**src/rtl/mem_arbiter.sv**
```systemverilog
// mem_arbiter: shares one memory port between the icache and dcache line engines.
// Each grant runs a full-line burst of WORDS_PER_LINE word beats. The FSM runs
// IDLE -> BURST -> TURN -> IDLE.
// Define ARB_ROUND_ROBIN_EN to alternate grants on a tie; otherwise the dcache always wins ties.
module mem_arbiter #(
    parameter int unsigned ADDR_W         = 32,
    parameter int unsigned DATA_W         = 32,
    parameter int unsigned WORDS_PER_LINE = 4
) (
    input  logic              clk,
    input  logic              reset,
    input  logic              ic_req,
    input  logic [ADDR_W-1:0] ic_addr,
    output logic [DATA_W-1:0] ic_rdata,
    output logic              ic_valid,
    output logic              ic_done,
    input  logic              dc_req,
    input  logic              dc_we,
    input  logic [ADDR_W-1:0] dc_addr,
    input  logic [DATA_W-1:0] dc_wdata,
    output logic              dc_wnext,
    output logic [DATA_W-1:0] dc_rdata,
    output logic              dc_valid,
    output logic              dc_done,
    output logic              mem_req,
    output logic              mem_we,
    output logic [ADDR_W-1:0] mem_addr,
    output logic [DATA_W-1:0] mem_wdata,
    input  logic [DATA_W-1:0] mem_rdata,
    input  logic              mem_ack
);

    localparam int unsigned       CNT_W     = $clog2(WORDS_PER_LINE);
    localparam int unsigned       OFF_W     = CNT_W + 2;
    localparam logic [ADDR_W-1:0] LINE_MASK = ~((ADDR_W'(1) << OFF_W) - ADDR_W'(1));
    localparam logic [CNT_W-1:0]  LAST_CNT  = CNT_W'(WORDS_PER_LINE - 1);

    typedef enum logic [1:0] {IDLE, BURST, TURN} state_t;

    state_t              r_state;
    logic                r_grant_dc;   // 1: dcache owns the current burst
    logic [ADDR_W-1:0]   r_base;
    logic [CNT_W-1:0]    r_cnt;
    logic                r_mem_req;
    logic                r_mem_we;
    logic [ADDR_W-1:0]   r_mem_addr;
`ifdef ARB_ROUND_ROBIN_EN
    logic                r_last_dc;    // 1: dcache was granted most recently
`endif

    logic                w_pick_dc;
    logic [ADDR_W-1:0]   w_req_base;
    logic [CNT_W-1:0]    w_next_cnt;
    logic                w_beat;
    logic                w_last;

    // Pick the winner among the current requesters; a single requester always wins.
    always_comb begin
`ifdef ARB_ROUND_ROBIN_EN
        if (ic_req && dc_req) begin
            w_pick_dc = ~r_last_dc;
        end else begin
            w_pick_dc = dc_req;
        end
`else
        w_pick_dc = dc_req;
`endif
        w_req_base = (w_pick_dc ? dc_addr : ic_addr) & LINE_MASK;
    end

    assign w_next_cnt = r_cnt + CNT_W'(1);
    assign w_beat     = (r_state == BURST) && mem_ack;
    assign w_last     = (r_cnt == LAST_CNT);

    // Burst sequencing: grant, beat counting, registered memory-port controls.
    always_ff @(posedge clk or posedge reset) begin
        if (reset) begin
            r_state    <= IDLE;
            r_grant_dc <= 1'b0;
            r_base     <= '0;
            r_cnt      <= '0;
            r_mem_req  <= 1'b0;
            r_mem_we   <= 1'b0;
            r_mem_addr <= '0;
`ifdef ARB_ROUND_ROBIN_EN
            r_last_dc  <= 1'b1;
`endif
        end else begin
            case (r_state)
                IDLE: begin
                    if (ic_req || dc_req) begin
                        r_grant_dc <= w_pick_dc;
                        r_base     <= w_req_base;
                        r_cnt      <= '0;
                        r_mem_addr <= w_req_base;
                        r_mem_we   <= w_pick_dc & dc_we;
                        r_mem_req  <= 1'b1;
                        r_state    <= BURST;
`ifdef ARB_ROUND_ROBIN_EN
                        r_last_dc  <= w_pick_dc;
`endif
                    end
                end
                BURST: begin
                    if (mem_ack) begin
                        r_cnt      <= w_next_cnt;
                        r_mem_addr <= r_base | (ADDR_W'(w_next_cnt) << 2);
                        if (w_last) begin
                            r_mem_req <= 1'b0;
                            r_mem_we  <= 1'b0;
                            r_state   <= TURN;
                        end
                    end
                end
                // One dead cycle so the finished requester can drop its request.
                TURN: begin
                    r_state <= IDLE;
                end
                default: begin
                    r_state <= IDLE;
                end
            endcase
        end
    end

    // Beat strobes are combinational from mem_ack so data is never delayed.
    always_comb begin
        ic_valid = w_beat & ~r_grant_dc;
        dc_valid = w_beat & r_grant_dc & ~r_mem_we;
        dc_wnext = w_beat & r_grant_dc & r_mem_we;
        ic_done  = w_beat & w_last & ~r_grant_dc;
        dc_done  = w_beat & w_last & r_grant_dc;
    end

    assign ic_rdata  = mem_rdata;
    assign dc_rdata  = mem_rdata;
    assign mem_wdata = dc_wdata;
    assign mem_req   = r_mem_req;
    assign mem_we    = r_mem_we;
    assign mem_addr  = r_mem_addr;

endmodule
```
**config.mk**
```make
export PLATFORM = sky130hd
export DESIGN_NAME = mem_arbiter
export DESIGN_NICKNAME = d
export VERILOG_FILES = /design/src/rtl/mem_arbiter.sv
export SDC_FILE = /design/constraint.sdc
export NUM_CORES = 1
export LEC_CHECK = 0
export ABC_AREA = 1
export BUFFER_PORTS_ARGS = -buffer_cell sky130_fd_sc_hd__buf_2
export CORE_AREA = 2 2 105 107
export DETAILED_ROUTE_END_ITERATION = 12
export DIE_AREA = 0 0 107 109
export PLACE_DENSITY_LB_ADDON = 0.12
export SYNTH_ARGS = -nofsm -noshare
export SYNTH_HDL_FRONTEND = slang
export SYNTH_SLANG_ARGS = --single-unit
```
**constraint.sdc**
```tcl
create_clock -name clk -period 1.8 [get_ports clk]
set_clock_uncertainty 0.2 [all_clocks]
set_input_delay 0.27 -clock clk [delete_from_list [all_inputs] [get_ports clk]]
set_output_delay 0.27 -clock clk [all_outputs]
set_load 0.005 [all_outputs]
```
Word level (Yosys, flattened, before mapping)
Index checks and enable logic that the tools add are counted.
{"block": "word_totals", "wordCells": 49, "mem_bits_rw": 0, "mem_bits_ro": 0, "output_inout_bits": 135, "in_bits": 134, "latchBits": 0, "n_memories": 0, "regBits": 67}
{"block": "classes", "add_sub_neg": 1, "magnitude_cmp": 0, "eq_ne": 5, "n_shift": 0, "bitwise_logic": 11, "n_reduce_logical": 8, "mul": 0, "n_div": 0, "muxes": 17}
{"op": "two-way mux 32 bit", "count": 3}
{"op": "case mux 32 bit (2 select lines)", "count": 1}
{"op": "bitwise OR 32 x 4 -> 32 bit", "count": 1}
{"op": "two-way mux 2 bit", "count": 5}
{"op": "AND 1 bit", "count": 8}
{"op": "case mux 2 bit (2 select lines)", "count": 2}
{"op": "!= test 2 bit (second input constant)", "count": 3}
{"op": "AND reduction 3 bit", "count": 2}
{"op": "two-way mux 1 bit", "count": 4}
{"op": "case mux 1 bit (2 select lines)", "count": 2}
{"op": "AND reduction 4 bit", "count": 1}
{"op": "adder 2 x 1 -> 2 bit (second input constant)", "count": 1}
{"op": "equality test 2 x 1 -> 1 bit (second input constant)", "count": 1}
{"op": "equality test 2 bit (second input constant)", "count": 1}
{"op": "logical NOT 2 bit", "count": 1}
{"op": "inverter 1 bit", "count": 2}
{"op": "AND reduction 2 bit", "count": 1}
{"op": "nonzero test 2 bit", "count": 1}
{"op": "logical AND 1 bit", "count": 1}
{"op": "logical OR 1 bit", "count": 1}

Logic depth before layout (Yosys ltp)
{"block": "depth", "word_depth": 4, "mapped_depth": 9, "ltp_nobuf": 7}

Worst setup path after synthesis
OpenSTA, ideal clock, no wires.
{"block": "synth_path", "kind": "register to output", "start": "reg r_state[0]", "end": "out ic_done", "stages_incl_launch_ff": 6, "t_required_ns": 1.330, "t_arrival_ns": 0.958, "n_path_buf": 1, "slack_ns": 0.372, "cell_sequence": "dfrtp_1 > inv_1 > nor2_1 > buf_2 > nand3_1 > nor2_1"}
{"block": "synth_via", "elab_chain_len": 4}
{"element": "from (decl)", "line": "40", "source": "state_t r_state;"}
{"element": "from (signal assigned)", "line": "78", "source": "r_state <= IDLE;"}
{"element": "from (signal assigned)", "line": "98", "source": "r_state <= BURST;"}
{"element": "from (signal assigned)", "line": "111", "source": "r_state <= TURN;"}
{"element": "equality test 2 x 1 -> 1 bit", "line": "72", "source": "assign w_beat = (r_state == BURST) && mem_ack;"}
{"element": "logical AND 1 bit", "line": "72"}
{"element": "AND 1 bit (2 in a row)", "line": "131", "source": "ic_done = w_beat & w_last & ~r_grant_dc;"}
{"element": "to (decl)", "line": "16", "source": "output logic ic_done,"}
Every way passes these cells.

Worst setup path in the final report
Same ends and word-level chain as after synthesis.

==> metrics.cfg <==
[setup_path]
slowest_delay_ps = 420
cp_top_family = flip-flops
r2r_slack_ps = 80
critPathCaptureType = output port
crit_slowest_cell = dfrtp_1
crit_path_frequent_cell = nor2_2
cp-start-kind = register
required_ps = 1330
cp_cell_sequence = inv_1 > nor2_2 > nand3_2 > nor2_2 > buf_2
cp_num_buf_inv = 2
crit_type = reg2out
crit_fanout = 3
critical_path_arrival_ps = 1280

[cells_and_area]
utilization_pct = 39.04
drive_gt1_share_pct = 25.64
multi_input_comb_area_mm2 = 0.001328
fill_cells = 1173
area_growth_pct = 6.504
register_area_mm2 = 0.001577
layout_commonest_cell = nand2_1
fin_area_mm2 = 0.004139
nets = 676
most-common-layout-cells = 179 x nand2_1, 98 x buf_2, 63 x dfrtp_1
n_antenna_cell = 0

[die]
io_pins = 269
placementRows = 38
die_h_um = 109
die_x_um = 107
initial_core_util_pct = 36.65
die_area_mm2 = 0.01166
core_mm2 = 0.01060

[detailed_routing]
postRouteAntennaNets = 0
vias_per_cell = 4.570
num_vias = 3135
drcViolationCount = 0
drt_iter0_drc = 94
drtPass1Iterations = 4
drt-total-wl_um = 9309
wire_per_inst_um = 13.57

[grt]
grt_usage_pct = 16.40
grt_pass1_vias = 2939
grt_pass1_wl_um = 14700
grt_start_max_net_pins = 62
antenna_found_initial = 0
gr-total-overflow = 0

[sta]
hold_violations = 0
rsz0062_at_grt = true
fin_ws_ps = 52.93
drv_slew = 0
period_needed_ps = 1747
worst_pin_slew_ps = 527.9
worst_slew_margin_rel_pct = 64.73
whs_ps = 83.19
min_period_over_period_pct = 97.06
max_freq_ghz = 0.5724
setup_viol = 0

[power]
p_leak_uw = 0.002350
powerDensity_mw_per_mm2 = 1532
p_total_uw = 6341
ir_drop_v = 0.0005778

[clock_tree]
clock-root-buffer = clkbuf_8
htreeDepth = 3
cts_tree = done
numCtsBuffers = 9
clockBufferDepth = 2
clkTransAtPathRegs_ps = 70
cts_sinks = 63
insertion_delay_ps = 340

[placed_design]
placed_cell_area_mm2 = 0.003820
io_buffers = 98
place.gp.congestion = 0.7504
hpwl_um = 6263
dpl_worst_slack_ps = 191.2

[yosys]
ys_seq_area_share_pct = 40.57
synth_area_mm2 = 0.003886
synthArstFlopShare_pct = 100.0
syn_inst = 534
synthFlopType = dfrtp_1
ys_ff_latch = 63
synthDistinctLibCells = 17
synth_warnings = 0
postSynthAreaPerCell_um2 = 7.278
synth_edf_count = 0

[job]
max-cap-violations = 0

[run_status]
status = finished, final reports clean

[min_path]
hold_path.class = in2reg

## power breakdown
part | internal, uW | leakage [uW] | switching [uW]
clock | 855 | 0.000114 | 552
sequential | 2100 | 0.000716 | 293
combinational | 1050 | 0.00152 | 1490
total | 4010 | 0.00235 | 2330
## through the flow
step | setup TNS [ps] | std cells
after global placement | 0 | 663
after detailed placement | 0 | 663
final | 0 | 686
after CTS | 0 | 685
after floorplan | 0 | 535
after global routing | -668.0 | 686
## layer usage
metal	GRT usage, %	routed length (um)
met1	21.47	4207
met2	24.89	4248
met3	4.244	580
met4	8.813	273
met5	0	0
## layout make-up
class / count / area share, %
multi-input cells: 311 / 32.07
well taps: 140 / 4.232
flip-flops and latches: 63 / 38.09
inverters: 39 / 3.628
repair buffers: 117 / 16.57
clock buffers: 13 / 3.839
clock inverters: 3 / 1.572
## worst paths after layout
kind	start	end	depth (start not counted)
max in group asynchronous	reset	mem_addr[23]	4
setup / recovery	r_state[0]	ic_done	5
min in group asynchronous	reset	mem_addr[18]	3
hold / removal	mem_ack	mem_req	4
setup reg to reg	r_state[0]	mem_addr[14]	8
hold reg to reg	mem_req	mem_req	2
## flip-flops by register name, indices dropped and copies added (netlist names)
| register | count |
|---|---|
| r_grant_dc | 1 |
| mem_we | 1 |
| r_base | 28 |
| r_state | 2 |
| mem_req | 1 |
| r_cnt | 1 |
| mem_addr | 29 |
## worst reg2reg max path, cell delays in order, from the launching register on
cell     delay (ps)
dfrtp_1         430
buf_4           160
nor2_1          170
nand2_2         110
nand2_4         150
inv_2            50
buf_4           200
nand2_1          80
nand2_1          50
## repair_timing
| item | CTS | global route |
|---|---|---|
| pin swaps | 1 | 5 |
| resized for setup | 4 | 6 |
| hold endpoints to repair | 20 | 0 |
| setup buffers | 3 | 1 |
| hold buffers | 3 | 0 |
| endpoints found under the setup margin | 4 | 66 |
## cells in the mapped netlist, types with 2 or more instances
| master | instances | area share, % |
|---|---|---|
| a21oi_1 | 28 | 3.6 |
| buf_1 | 2 | 0.19 |
| buf_2 | 14 | 1.8 |
| buf_4 | 99 | 19 |
| buf_6 | 3 | 0.87 |
| clkbuf_1 | 4 | 0.39 |
| dfrtp_1 | 63 | 41 |
| inv_1 | 37 | 3.6 |
| inv_2 | 2 | 0.19 |
| nand2_1 | 180 | 17 |
| nand2_2 | 2 | 0.32 |
| nand3_1 | 60 | 7.7 |
| nor2_1 | 35 | 3.4 |
| o21ai_0 | 2 | 0.26 |
## kinds of logic after synthesis
kind of cell,Yosys count,share of synthesized area (%)
buffers and inverters,161,26.14
adders and majority gates,1,0.3219
AOI/OAI and AO/OA,31,4.057
other,1,0.09649
and+or+nand+nor,277,28.82
DFF,63,40.57
No activity file was read; power rests on OpenSTA's default activity.
